`src/rtl/pipe_ctrl_if.sv`:
```
`default_nettype none
// ---------------------------------------------------------------------------
// | Module      : pipe_ctrl_pkg / pipe_ctrl_if                                 |
// | Description : Shared types and the request/response bundle between the    |
// |               pipeline stages and the stall/flush scheduler.              |
// | Revision    : 1.0 - initial release                                       |
// ---------------------------------------------------------------------------

package pipe_ctrl_pkg;
   typedef logic reset_status_t;
   localparam reset_status_t RST_ENABLE = 1'b0;
   localparam logic [31:0]   ERET_CODE  = 32'h0000_000E;
endpackage

interface pipe_ctrl_if;
   logic        stallreq_if;
   logic        stallreq_id;
   logic        stallreq_ex;
   logic        stallreq_mem;
   logic        excp_valid;
   logic [31:0] excp_type;
   logic [31:0] cp0_epc;
   logic [5:0]  stall;
   logic        flush;
   logic [31:0] new_pc;
   logic        wdog_timeout;
   logic [31:0] perf_stall_cycles;
   logic [31:0] perf_flush_count;

   // Pipeline side: raises requests, consumes stall/flush controls
   modport master (
      output stallreq_if, stallreq_id, stallreq_ex, stallreq_mem,
      output excp_valid, excp_type, cp0_epc,
      input  stall, flush, new_pc, wdog_timeout,
      input  perf_stall_cycles, perf_flush_count
   );

   // Scheduler side
   modport slave (
      input  stallreq_if, stallreq_id, stallreq_ex, stallreq_mem,
      input  excp_valid, excp_type, cp0_epc,
      output stall, flush, new_pc, wdog_timeout,
      output perf_stall_cycles, perf_flush_count
   );
endinterface

`default_nettype wire

```
`src/rtl/pipe_ctrl.sv`:
```
`default_nettype none
// ---------------------------------------------------------------------------
// | Module      : pipe_ctrl                                                   |
// | Description : Pipeline stall/flush scheduler with deferred exception      |
// |               handling and a stuck-pipeline watchdog.                     |
// |               Optional perf counters enabled by PIPE_CTRL_PERF_EN.        |
// | Revision    : 1.0 - initial release                                       |
// ---------------------------------------------------------------------------

module pipe_ctrl
   import pipe_ctrl_pkg::*;
#(
   parameter logic [31:0] EXCP_ENTRY = 32'h0000_0020,
   parameter int          WDOG_LIMIT = 1024
) (
   input  logic          clk,
   input  reset_status_t rst,
   pipe_ctrl_if.slave    bus
);

   typedef enum logic [0:0] {
      RUN  = 1'b0,
      PEND = 1'b1
   } state_t;

   localparam logic [15:0] c_WDOG_LIMIT = 16'(WDOG_LIMIT);

   state_t      r_state;
   state_t      w_state_nxt;
   logic [31:0] r_excp_type;
   logic [31:0] r_excp_epc;
   logic        w_latch;
   logic        w_rst_act;
   logic [5:0]  w_prio_stall;
   logic [5:0]  w_stall;
   logic        w_flush;
   logic [31:0] w_new_pc;
   logic [15:0] r_wdog_cnt;
   logic [15:0] w_wdog_nxt;
   logic        r_wdog_to;

   assign w_rst_act = (rst == RST_ENABLE);

   // Priority encode stage requests: the oldest stalled stage freezes all younger ones
   always_comb begin
      w_prio_stall = 6'b000000;
      if (bus.stallreq_mem)
         w_prio_stall = 6'b011111;
      else if (bus.stallreq_ex)
         w_prio_stall = 6'b001111;
      else if (bus.stallreq_id)
         w_prio_stall = 6'b000111;
      else if (bus.stallreq_if)
         w_prio_stall = 6'b000011;
   end

   // Exception sequencing: flush immediately, or defer until MEM is ready
   always_comb begin
      w_state_nxt = r_state;
      w_stall     = w_prio_stall;
      w_flush     = 1'b0;
      w_new_pc    = 32'h0;
      w_latch     = 1'b0;
      if (w_rst_act) begin
         w_state_nxt = RUN;
         w_stall     = 6'b000000;
      end else begin
         case (r_state)
            RUN: begin
               if (bus.excp_valid) begin
                  if (bus.stallreq_mem) begin
                     w_latch     = 1'b1;
                     w_state_nxt = PEND;
                  end else begin
                     w_flush  = 1'b1;
                     w_stall  = 6'b000000;
                     w_new_pc = (bus.excp_type == ERET_CODE) ? bus.cp0_epc : EXCP_ENTRY;
                  end
               end
            end
            PEND: begin
               // New exceptions are ignored here; the latched one owns the redirect
               if (!bus.stallreq_mem) begin
                  w_flush     = 1'b1;
                  w_stall     = 6'b000000;
                  w_new_pc    = (r_excp_type == ERET_CODE) ? r_excp_epc : EXCP_ENTRY;
                  w_state_nxt = RUN;
               end
            end
            default: w_state_nxt = RUN;
         endcase
      end
   end

   // State register and capture of the deferred exception
   always_ff @(posedge clk) begin
      if (w_rst_act) begin
         r_state     <= RUN;
         r_excp_type <= 32'h0;
         r_excp_epc  <= 32'h0;
      end else begin
         r_state <= w_state_nxt;
         if (w_latch) begin
            r_excp_type <= bus.excp_type;
            r_excp_epc  <= bus.cp0_epc;
         end
      end
   end

   // Watchdog next count: saturating run length of PC stalls, cleared by a flush
   always_comb begin
      w_wdog_nxt = 16'h0;
      if (w_stall[0] && !w_flush)
         w_wdog_nxt = (r_wdog_cnt == c_WDOG_LIMIT) ? r_wdog_cnt : r_wdog_cnt + 16'd1;
   end

   // Timeout flag follows the count that is being stored this edge
   always_ff @(posedge clk) begin
      if (w_rst_act) begin
         r_wdog_cnt <= 16'h0;
         r_wdog_to  <= 1'b0;
      end else begin
         r_wdog_cnt <= w_wdog_nxt;
         r_wdog_to  <= (w_wdog_nxt == c_WDOG_LIMIT);
      end
   end

`ifdef PIPE_CTRL_PERF_EN
   logic [31:0] r_perf_stall;
   logic [31:0] r_perf_flush;

   // Free-running event counters; natural wrap at 32 bits
   always_ff @(posedge clk) begin
      if (w_rst_act) begin
         r_perf_stall <= 32'h0;
         r_perf_flush <= 32'h0;
      end else begin
         if (w_stall[0])
            r_perf_stall <= r_perf_stall + 32'd1;
         if (w_flush)
            r_perf_flush <= r_perf_flush + 32'd1;
      end
   end

   assign bus.perf_stall_cycles = r_perf_stall;
   assign bus.perf_flush_count  = r_perf_flush;
`else
   assign bus.perf_stall_cycles = 32'h0;
   assign bus.perf_flush_count  = 32'h0;
`endif

   assign bus.stall        = w_stall;
   assign bus.flush        = w_flush;
   assign bus.new_pc       = w_new_pc;
   assign bus.wdog_timeout = r_wdog_to;

endmodule

`default_nettype wire
```
`src/flat_wrapper.sv`:
```
// flat-port wrapper written by rule: the top's interface ports become plain ports
module pipe_ctrl_flat import pipe_ctrl_pkg::*;
#(
   parameter logic [31:0] EXCP_ENTRY = 32'h0000_0020,
   parameter int          WDOG_LIMIT = 1024
)
  (clk, rst, bus_stallreq_if, bus_stallreq_id, bus_stallreq_ex, bus_stallreq_mem, bus_excp_valid, bus_excp_type, bus_cp0_epc, bus_stall, bus_flush, bus_new_pc, bus_wdog_timeout, bus_perf_stall_cycles, bus_perf_flush_count);
  pipe_ctrl_if bus_i ();
  input  logic clk;
  input  reset_status_t rst;
  input wire logic [$bits(bus_i.stallreq_if)-1:0] bus_stallreq_if;
  input wire logic [$bits(bus_i.stallreq_id)-1:0] bus_stallreq_id;
  input wire logic [$bits(bus_i.stallreq_ex)-1:0] bus_stallreq_ex;
  input wire logic [$bits(bus_i.stallreq_mem)-1:0] bus_stallreq_mem;
  input wire logic [$bits(bus_i.excp_valid)-1:0] bus_excp_valid;
  input wire logic [$bits(bus_i.excp_type)-1:0] bus_excp_type;
  input wire logic [$bits(bus_i.cp0_epc)-1:0] bus_cp0_epc;
  output wire logic [$bits(bus_i.stall)-1:0] bus_stall;
  output wire logic [$bits(bus_i.flush)-1:0] bus_flush;
  output wire logic [$bits(bus_i.new_pc)-1:0] bus_new_pc;
  output wire logic [$bits(bus_i.wdog_timeout)-1:0] bus_wdog_timeout;
  output wire logic [$bits(bus_i.perf_stall_cycles)-1:0] bus_perf_stall_cycles;
  output wire logic [$bits(bus_i.perf_flush_count)-1:0] bus_perf_flush_count;
  assign bus_i.stallreq_if = bus_stallreq_if;
  assign bus_i.stallreq_id = bus_stallreq_id;
  assign bus_i.stallreq_ex = bus_stallreq_ex;
  assign bus_i.stallreq_mem = bus_stallreq_mem;
  assign bus_i.excp_valid = bus_excp_valid;
  assign bus_i.excp_type = bus_excp_type;
  assign bus_i.cp0_epc = bus_cp0_epc;
  assign bus_stall = bus_i.stall;
  assign bus_flush = bus_i.flush;
  assign bus_new_pc = bus_i.new_pc;
  assign bus_wdog_timeout = bus_i.wdog_timeout;
  assign bus_perf_stall_cycles = bus_i.perf_stall_cycles;
  assign bus_perf_flush_count = bus_i.perf_flush_count;
  pipe_ctrl #(.EXCP_ENTRY(EXCP_ENTRY), .WDOG_LIMIT(WDOG_LIMIT)) u_core (.clk(clk), .rst(rst), .bus(bus_i));
endmodule
```
`config.mk`:
```
export PLATFORM = sky130hd
export DESIGN_NAME = pipe_ctrl_flat
export DESIGN_NICKNAME = d
export VERILOG_FILES = /design/src/rtl/pipe_ctrl_if.sv /design/src/rtl/pipe_ctrl.sv /design/src/flat_wrapper.sv
export SDC_FILE = /design/constraint.sdc
export NUM_CORES = 1
export LEC_CHECK = 0
export ABC_AREA = 1
export ABC_CLOCK_PERIOD_IN_PS = 2700
export BUFFER_PORTS_ARGS = -buffer_cell sky130_fd_sc_hd__buf_2
export CAP_MARGIN = 30
export CORE_MARGIN = 2
export CORE_UTILIZATION = 50
export CTS_CLUSTER_SIZE = 8
export DETAILED_ROUTE_END_ITERATION = 8
export PLACE_DENSITY = 0.83
export RECOVER_POWER = 25
export SETUP_SLACK_MARGIN = 0.3
export SYNTH_ARGS = -nofsm -noshare
export SYNTH_HDL_FRONTEND = slang
export SYNTH_SLANG_ARGS = --single-unit
```
`constraint.sdc`:
```
create_clock -name clk -period 2.7 [get_ports clk]
set_input_delay 0.81 -clock clk [delete_from_list [all_inputs] [get_ports clk]]
set_output_delay 0.81 -clock clk [all_outputs]
set_load 0.02 [all_outputs]
```
==> flow_summary.yaml <==
timing:
  finalHoldViolCount: 0
  fmax_ghz: 0.334
  tightestPinTransition_ns: 0.698
  rsz0062_at_grt: "yes"
  slew_violations: 0
  slew-limit-headroom: 0.535
  hold_ws_ns: 0.471
  fin_ws_ns: -0.296
  fin_crit_sh: 1.11
  finalClockSkew_ns: 0.0113
  finalSetupViolations: 32
  post-route-min-period_ns: 3.00
power_and_ir_drop:
  switchingPower_uw: 857
  ir_worst_vdd_uv: 215
  pwr-share-clk: 0.307
  pwr-share-seq: 0.495
  power_frac_comb: 0.198
  p_sw_frac: 0.324
  power_density_nw_per_um2: 412
  p_int_uw: 1790
  p_leak_uw: 0.00271
cells_and_area:
  final_common_cell: "nand2_1"
  fin_area_um2: 6430
  syn2layout_area_growth_pct: 41.1
  diodes: 0
  final_cell_mix: "nand2_1, dfxtp_1, nor2_1"
  layout-drive-gt1-share: 0.344
  nNetsFinal: 891
  fillers: 655
clock_network:
  max-clock-path-buffers: 2
  cts_hold_buffers: 0
  cts_inserted_buffers: 9
  clk_pin_slew_worst_paths_ns: 0.09
  clockRootBuffer: "clkbuf_8"
  htreeDepth: 3
  insertion_delay_ns: 0.35
  cts_sinks: 82
  cts_tree: "done"
logic_synthesis:
  ys.flop_type: "dfxtp_1"
  synthMuxAreaShare: 0
  synth_simple_gate_area_frac: 0.310
  synth-adder-area-share: 0.00549
  synth_compound_area_frac: 0.132
  synthArstFlopShare: 0
  ys_seq_area_frac: 0.360
  synth.cell_area_um2: 4550
  synthXorXnorAreaFrac: 0.00577
  synthCells: 671
  synth_area_per_cell_um2: 6.79
  ys_warn_count: 0
  yosys_register_bits: 82
  synth_top_family_by_area: "simple AND/OR/NAND/NOR gates"
  synth-edff-count: 0
  ys_types: 32
critical_path:
  critPathSlowestCell: "nor2_1"
  reg2reg_slack_ns: 0.52
  path_class: "input port to primary output"
  crit_path_max_fanout: 5
  worstPathBufferInverterCount: 5
  slowest_delay_ns: 0.15
  reg2reg_depth: 9
  crit_path_frequent_cell: "buf_6"
  crit_family: "simple AND/OR/NAND/NOR gates"
  endpoint_kind: "primary output"
  r2r-end: "u_core.bus.wdog_timeout$_SDFF_PN0_"
  cp.arrival_ns: 2.19
  cp_cell_sequence: "buf_6, inv_2, nand4_1, nor2_1, nand2_1, nor2_4, buf_4, buf_8, nand3_2, a21oi_4, buf_6"
  regToRegStartpoint: "u_core.r_state$_SDFF_PN0_"
  required_ns: 1.89
  worstSetupStartpointType: "input port"
global_routing:
  antenna_found_initial: 0
  grt_usage: 0.269
  grt_max_degree: 69
  grt_pass1_vias: 4777
  grt_pass1_wl_um: 21700
  grt_overflow_total: 0
detailed_routing:
  drc: 0
  firstDrtPassIters: 5
  first_iter_violations: 330
  ant_nets: 0
  drt_wl_total_um: 14500
  dr_total_vias: 5019
  drt-wirelength-per-cell_um: 15.6
  via_per_inst: 5.39
floorplan:
  num_io_pins: 175
  rows: 34
  initial_utilization: 0.520
  die_w_um: 99.4
  die_y_um: 99.4
  dieArea_um2: 9890
  coreArea_um2: 8760
outcome:
  failed_checks: "negative setup slack"
  status: "finished, violations left"
flow_run:
  maxCapViolCount: 0
min_path:
  hold_depth: 2
  hp-class: "flip-flop to flip-flop"
  worstHoldEndpoint: "u_core.r_excp_type[9]$_SDFFE_PN0P_"
  hp-start: "u_core.r_excp_type[9]$_SDFFE_PN0P_"
place:
  port_buffers: 109
  dpl_cell_area_um2: 5510
  routabilityCongestion: 0.902
  hpwl_um: 8730
[what timing repair did]
| action | in CTS | in global routing |
|---|---|---|
| pin swaps | 1 | 8 |
| endpoints found under the setup margin | 35 | 36 |
| resized for setup | 84 | 74 |
| cloned | 1 | 2 |
| setup buffers | 20 | 3 |
[power by group through the flow]
stage,clock network [µW],registers [µW],logic [µW]
after CTS,819,1310,483
after floorplan,0,1320,363
after global routing,889,1320,570
after global placement,0,1330,433
final,813,1310,523
after detailed placement,0,1330,446
[tightest hold or removal path, cell delays in order, from the launching register on]
cell,delay [ns]
dfxtp_1,0.32
nand2_1,0.06
a21oi_1,0.05
[how the worst max path moves through the flow]
| stage | slack [ns] | endpoint | cells after the start | from |
|---|---|---|---|---|
| after floorplan | 0.05 | bus_new_pc[21] | 6 | bus_excp_type[7] |
| after global placement | -0.23 | bus_new_pc[27] | 10 | bus_excp_type[30] |
| after detailed placement | -0.28 | bus_new_pc[27] | 10 | bus_excp_type[30] |
| after CTS | -0.24 | bus_new_pc[10] | 10 | bus_excp_type[30] |
| after global routing | -0.36 | bus_new_pc[1] | 9 | u_core.r_excp_type[21]$_SDFFE_PN0P_ |
| final | -0.30 | bus_new_pc[1] | 11 | bus_excp_type[30] |
[metal layers]
layer / share of wire / track usage / wire length (µm)
met2: 0.52 / 0.500 / 7530
met5: 0 / 0 / 0
met4: 0.043 / 0.113 / 620
met3: 0.069 / 0.0457 / 998
met1: 0.37 / 0.303 / 5370
[stage by stage]
stage	cells	utilization	setup TNS (ns)	total power, µW	setup slack [ns]
final	931	0.733	-7.92	2650	-0.296
after global routing	931	0.733	-9.94	2780	-0.355
after CTS	926	0.701	-6.60	2610	-0.237
after detailed placement	889	0.628	-8.02	1780	-0.283
after global placement	889	0.628	-6.47	1760	-0.232
after floorplan	735	-	0	1690	0.0544
[synthesized netlist by cell type (2+ instances only)]
| cell | count | share of area |
|---|---|---|
| buf_6 | 4 | 0.0099 |
| ha_1 | 2 | 0.0055 |
| nor3_1 | 3 | 0.0033 |
| nor2_1 | 73 | 0.060 |
| nand2_1 | 125 | 0.10 |
| inv_1 | 42 | 0.035 |
| nand3_1 | 87 | 0.096 |
| clkbuf_1 | 18 | 0.015 |
| a21oi_1 | 83 | 0.091 |
| nand3_2 | 4 | 0.0088 |
| buf_1 | 3 | 0.0025 |
| nor4_1 | 5 | 0.0069 |
| inv_2 | 3 | 0.0025 |
| or2_2 | 2 | 0.0027 |
| nand4_1 | 8 | 0.011 |
| xor2_1 | 2 | 0.0038 |
| buf_4 | 66 | 0.11 |
| dfxtp_1 | 82 | 0.36 |
| nor2_2 | 7 | 0.0096 |
| buf_2 | 11 | 0.012 |
| o21ai_0 | 30 | 0.033 |
[state kept, by name, summed over array words and instances, names as in the netlist]
signal,flops
u_core.r_state,1
u_core.r_excp_type,32
u_core.r_excp_epc,32
u_core.r_wdog_cnt,16
u_core.bus.wdog_timeout,1
[area by class of cell]
type	instances	area (µm²)	area share
clock buffer	9	124	0.0193
timing repair buffer	174	1400	0.217
clock inverter	7	51.3	0.00798
multi-input combinational	506	2910	0.452
inverter	45	174	0.0271
sequential	82	1640	0.255
tap	108	135	0.0210
[cell families after synthesis]
kind of cell    Yosys count
compound gates          118
fa+ha+maj                 2
xor+xnor                  3
flops                    82
simple gates            318
other cells               1
buf+inv                 147
Note: power is estimated with default switching activity, not from simulation.
